===== config.mk =====
export PLATFORM = sky130hd
export DESIGN_NAME = pc_fetch
export DESIGN_NICKNAME = d
export VERILOG_FILES = /design/src/rtl/pc_fetch.sv
export SDC_FILE = /design/constraint.sdc
export NUM_CORES = 1
export LEC_CHECK = 0
export CAP_MARGIN = 5
export CORE_ASPECT_RATIO = 1.1
export CORE_MARGIN = 4
export CORE_UTILIZATION = 45
export CTS_CLUSTER_SIZE = 16
export DETAILED_ROUTE_END_ITERATION = 7
export GPL_TIMING_DRIVEN = 0
export PLACE_DENSITY_LB_ADDON = 0.08
export SYNTH_ARGS = -nofsm -noshare
export SYNTH_HDL_FRONTEND = slang
export SYNTH_SLANG_ARGS = --single-unit

===== constraint.sdc =====
create_clock -name i_clk -period 7.5 [get_ports i_clk]
set_input_delay 2.25 -clock i_clk [delete_from_list [all_inputs] [get_ports i_clk]]
set_output_delay 2.25 -clock i_clk [all_outputs]
set_load 0.02 [all_outputs]

===== src/rtl/pc_fetch.sv =====
// Purpose : architectural PC/EPC registers and IDLE/FETCH/EXEC instruction-fetch sequencer.
// Latency : 2 cycles per instruction with zero-wait memory (1 FETCH + 1 EXEC); +1 per wait or stall cycle.
// Backpr. : holds o_imem_req/o_imem_addr stable until i_imem_ack; i_stall freezes EXEC (PC, EPC, instr).
//
// Ports:
//   i_clk, i_rst_n          clock (rising edge), asynchronous active-low reset
//   i_nextpc, i_pcsrc       next-PC target and select (00 seq, 01 target, 10 eret, 11 exception)
//   i_stall                 hold the current instruction in EXEC
//   o_imem_req, o_imem_addr fetch request and address (address equals o_pc)
//   i_imem_ack, i_imem_data fetch acknowledge and instruction word
//   o_pc, o_pc_plus4        current instruction address and its successor
//   o_instr, o_instr_valid  latched instruction, valid while in EXEC
//   o_epc                   exception program counter
module pc_fetch #(
    parameter logic [31:0] RESET_PC   = 32'h0000_0000,
    parameter logic [31:0] EXC_VECTOR = 32'h0000_0180
) (
    input  logic        i_clk,
    input  logic        i_rst_n,
    input  logic [31:0] i_nextpc,
    input  logic [1:0]  i_pcsrc,
    input  logic        i_stall,
    output logic        o_imem_req,
    output logic [31:0] o_imem_addr,
    input  logic        i_imem_ack,
    input  logic [31:0] i_imem_data,
    output logic [31:0] o_pc,
    output logic [31:0] o_pc_plus4,
    output logic [31:0] o_instr,
    output logic        o_instr_valid,
    output logic [31:0] o_epc
);

    typedef enum logic [1:0] {
        S_IDLE  = 2'd0,
        S_FETCH = 2'd1,
        S_EXEC  = 2'd2
    } state_e;

    // Word alignment is enforced on every PC source so o_pc[1:0] is always 00.
    localparam logic [31:0] ALIGN_MASK = 32'hFFFF_FFFC;
    localparam logic [31:0] RESET_PC_A = RESET_PC & ALIGN_MASK;
    localparam logic [31:0] EXC_VEC_A  = EXC_VECTOR & ALIGN_MASK;

    state_e      state_q, state_d;
    logic [31:0] pc_q, pc_d;
    logic [31:0] epc_q, epc_d;
    logic [31:0] instr_q, instr_d;
    logic [31:0] pc_plus4;

    // Wraps modulo 2^32 by construction of the 32-bit add.
    assign pc_plus4 = pc_q + 32'd4;

    // State and datapath registers.
    always_ff @(posedge i_clk or negedge i_rst_n) begin
        if (!i_rst_n) begin
            state_q <= S_IDLE;
            pc_q    <= RESET_PC_A;
            epc_q   <= 32'h0000_0000;
            instr_q <= 32'h0000_0000;
        end else begin
            state_q <= state_d;
            pc_q    <= pc_d;
            epc_q   <= epc_d;
            instr_q <= instr_d;
        end
    end

    // Next-state and register update logic.
    always_comb begin
        state_d = state_q;
        pc_d    = pc_q;
        epc_d   = epc_q;
        instr_d = instr_q;
        unique case (state_q)
            S_IDLE: begin
                state_d = S_FETCH;
            end
            S_FETCH: begin
                // Ack is only meaningful here; data is captured on the handshake edge.
                if (i_imem_ack) begin
                    instr_d = i_imem_data;
                    state_d = S_EXEC;
                end
            end
            S_EXEC: begin
                // A stalled EXEC ignores i_pcsrc entirely so nothing architectural moves.
                if (!i_stall) begin
                    state_d = S_FETCH;
                    unique case (i_pcsrc)
                        2'b00: pc_d = pc_plus4;
                        2'b01: pc_d = i_nextpc & ALIGN_MASK;
                        2'b10: pc_d = epc_q;
                        2'b11: begin
                            epc_d = pc_q;
                            pc_d  = EXC_VEC_A;
                        end
                        default: pc_d = pc_plus4;
                    endcase
                end
            end
            default: begin
                state_d = S_IDLE;
            end
        endcase
    end

    // Outputs decoded from state/registers only: no path from ack or pcsrc.
    always_comb begin
        o_imem_req    = (state_q == S_FETCH);
        o_instr_valid = (state_q == S_EXEC);
        o_imem_addr   = pc_q;
        o_pc          = pc_q;
        o_pc_plus4    = pc_plus4;
        o_instr       = instr_q;
        o_epc         = epc_q;
    end

endmodule


==> run_results.csv <==
group,metric,value,unit
cts,cts_root_buf,"clkbuf_16",
cts,postCtsHoldBufs,0,
worst_hold_path,hold_class,"reg -> reg",
finish,fillers,872,
route,drt_iter0_drc,338,
pwr,p_int,2.05,mW
place,hpwl,13100,µm
sta,rsz0062_at_grt,"no",
die,coreArea,11600,µm²
grt,grt_pass1_wl,27400,µm
route,remaining_drc_errors,0,
yosys,synthAdderAreaFrac,0.00229,
yosys,synth_top_flop_cell,"dfrtp_1",
finish,drive_above_1_share,0.186,
finish,final_area,8280,µm²
yosys,syn_area_per_cell,10.4,µm²
yosys,synth_top_family_by_area,"simple AND/OR/NAND/NOR gates",
pwr,ir_drop,0.000241,V
yosys,ys_seq_elements,98,
finish,syn_to_final_growth,51.7,%
place,io_buffers,229,
die,initial_core_util,0.469,
grt,antenna_found_initial,0,
finish,final-seq-area,2450,µm²
yosys,synth_common_cells,"dfrtp_1, mux2_2, nand2_1, buf_4, clkbuf_1",
setup_path,r2r_cells,6,
sta,timing.hold.ws,0.503,ns
place,placedCellCount,907,
sta,finalCriticalPeriod,5.47,ns
yosys,synth_area_leaders,"dfrtp_1, mux2_2, buf_4, xnor2_1, nand2_1",
setup_path,arrival,3.22,ns
yosys,synth-async-reset-ratio,1.00,
yosys,syn-instance-count,527,
pwr,p_comb_frac,0.581,
grt,overflow,0,
worst_hold_path,min_from,"o_instr[30]$_DFFE_PN0P_",
yosys,synth_area,5460,µm²
cts,post-cts-setup-buffers,0,
sta,worstMarginPinSlew,0.977,ns
route,wirelength,17600,µm
finish,antennaDiodeCount,0,
finish,multi_input_area,2510,µm²
outcome,outcome,"completed",
setup_path,critical_path_class,"reg -> out",
yosys,yosysMostFrequentCell,"dfrtp_1",
flow_run,maxCapViolations,0,
sta,finalCritPeriodShare,0.729,
die,rows,41,
yosys,synth_fp_nets,598,
route,ant_nets,0,
yosys,synth_compound_area_frac,0.134,
yosys,synthMuxAreaShare,0.139,
sta,finalSetupViolCount,0,
yosys,synth_cell_types,55,
setup_path,crit_end,"o_pc_plus4[30]",
route,via_per_inst,5.62,
setup_path,regToRegStartpoint,"o_imem_addr[2]$_DFFE_PN0N_",
yosys,ys_seq_area_frac,0.449,
die,io_pins,232,
setup_path,crit_start,"o_imem_addr[2]$_DFFE_PN0N_",
sta,setup_tns,0,ns
route,vias,5188,
pwr,swShare,0.406,
yosys,yosys.area_share.simple,0.142,
yosys,synth_area_leader_cell,"dfrtp_1",
cts,clockBufferDepth,2,
die,die-area,14000,µm²
die,die_h,124,µm
pwr,p_switching,1.40,mW
cts,cts_tree,"done",
sta,setup_slack,2.03,ns
setup_path,worstSetupStartpointType,"flip-flop",
cts,post_cts_resized,0,
yosys,yosysWarnings,0,
sta,hold_viol,0,
pwr,powerDensity,417,nW/µm²
setup_path,required,5.25,ns
pwr,finalPower,3.45,mW
place,dpl_worst_slack,2.45,ns
cts,htreeDepth,3,
grt,grt_max_degree,58,
place,place_area,7960,µm²
sta,timing.slew.headroom,0.343,
sta,slew_viol_final,0,
finish,fin_cells,923,
pwr,power_leakage,3.42,nW
yosys,synthDominantCellAreaShare,0.449,
place,place.gp.congestion,0.881,
yosys,synth_edf_count,0,
finish,utilization,0.711,
setup_path,cp_max_fo,10,
die,fp.dieW,113,µm
grt,grt_use_total,0.250,
setup_path,r2r-end,"o_imem_addr[30]$_DFFE_PN0N_",
cts,clk_pin_slew,0.06,ns
setup_path,ff2ff_setup_slack,4.93,ns
pwr,power.share.sequential,0.279,
route,drtPass1Iterations,7,
cts,cts_sinks,98,
grt,grt_pass1_vias,5324,
finish,layout.nets,839,
sta,fin_skew,0.00653,ns
setup_path,setup.worst_path.end_class,"output pin",
pwr,clkPwrFrac,0.141,
sta,fmax,183,MHz
route,wl_per_cell,19.1,µm
cts,cts_buffers,9,
cts,worstSkewPairLatency,0.34,ns
yosys,synth_xor_area_frac,0.0433,
cells by family after synthesis:
group | after synthesis
multiplexers | 68
AND/OR/NAND/NOR | 139
XOR/XNOR | 27
AO/OA/AOI/OAI | 104
flip-flops | 98
buffers and inverters | 90
adder cells (fa/ha/maj) | 1
worst max-delay path, stage by stage, from the launching register on:
cell and delay (ns):
dfrtp_1 0.54, ha_1 0.28, nand3_1 0.23, clkbuf_1 0.33
nor4_1 0.52, nand2_1 0.14, xnor2_1 0.19, clkdlybuf4s50_1 0.64
layer usage:
| metal | global-route usage | vias to the layer above | share of wire |
|---|---|---|---|
| li1 | - | 2356 | - |
| met1 | 0.295 | 2522 | 0.38 |
| met2 | 0.425 | 270 | 0.49 |
| met3 | 0.0808 | 40 | 0.10 |
| met4 | 0.0992 | 0 | 0.024 |
| met5 | 0 | - | 0 |
state kept, by name (all words and copies together), names as in the netlist:
signal,cells
o_imem_addr,32
o_instr,32
o_epc,32
state_q,2
area by class of cell:
class                      instances  share of cell area
clock buffer                      12              0.0322
tap                              150              0.0227
clock inverter                     4             0.00589
inverter                           6             0.00272
sequential                        98               0.296
timing repair buffer             230               0.280
multi-input combinational        339               0.304
buffer                            84              0.0565
power by group through the flow:
stage,combinational (mW),sequential (mW),clock (mW)
floorplan,0.818,1.20,0
global placement,1.98,0.948,0
detailed placement,2.01,0.964,0
CTS,2.02,0.960,0.491
global route,2.13,0.993,0.516
finish,2.01,0.962,0.486
layout by cell type, fill, tap and decap left out, types with 4 or more instances in the layout:
master / n
clkdlybuf4s50_1: 228
nor4_1: 8
clkbuf_1: 27
nor2b_1: 6
nand2_1: 40
clkbuf_2: 4
buf_1: 5
nor3_1: 17
inv_1: 6
a21oi_1: 13
mux2i_1: 4
nand4_1: 7
mux2_2: 64
a221oi_1: 4
buf_2: 13
nand3_1: 13
o2bb2ai_1: 8
a311o_1: 4
dfrtp_1: 98
o21ai_0: 26
clkbuf_16: 9
nor2_1: 15
a31oi_1: 4
xnor2_1: 19
or3_1: 5
a22oi_1: 12
xor2_1: 8
a22o_1: 8
buf_4: 36
o211ai_1: 5
worst min-delay path by stage:
stage	endpoint	depth (start not counted)	slack, ns
global placement	o_instr[6]$_DFFE_PN0P_	1	0.49
CTS	o_instr[30]$_DFFE_PN0P_	1	0.51
global route	o_instr[19]$_DFFE_PN0P_	1	0.53
finish	o_instr[30]$_DFFE_PN0P_	1	0.50
floorplan	state_q[0]$_DFFE_PN0P_	1	0.50
detailed placement	o_instr[8]$_DFFE_PN0P_	1	0.49
(Power assumes the default switching activity.)
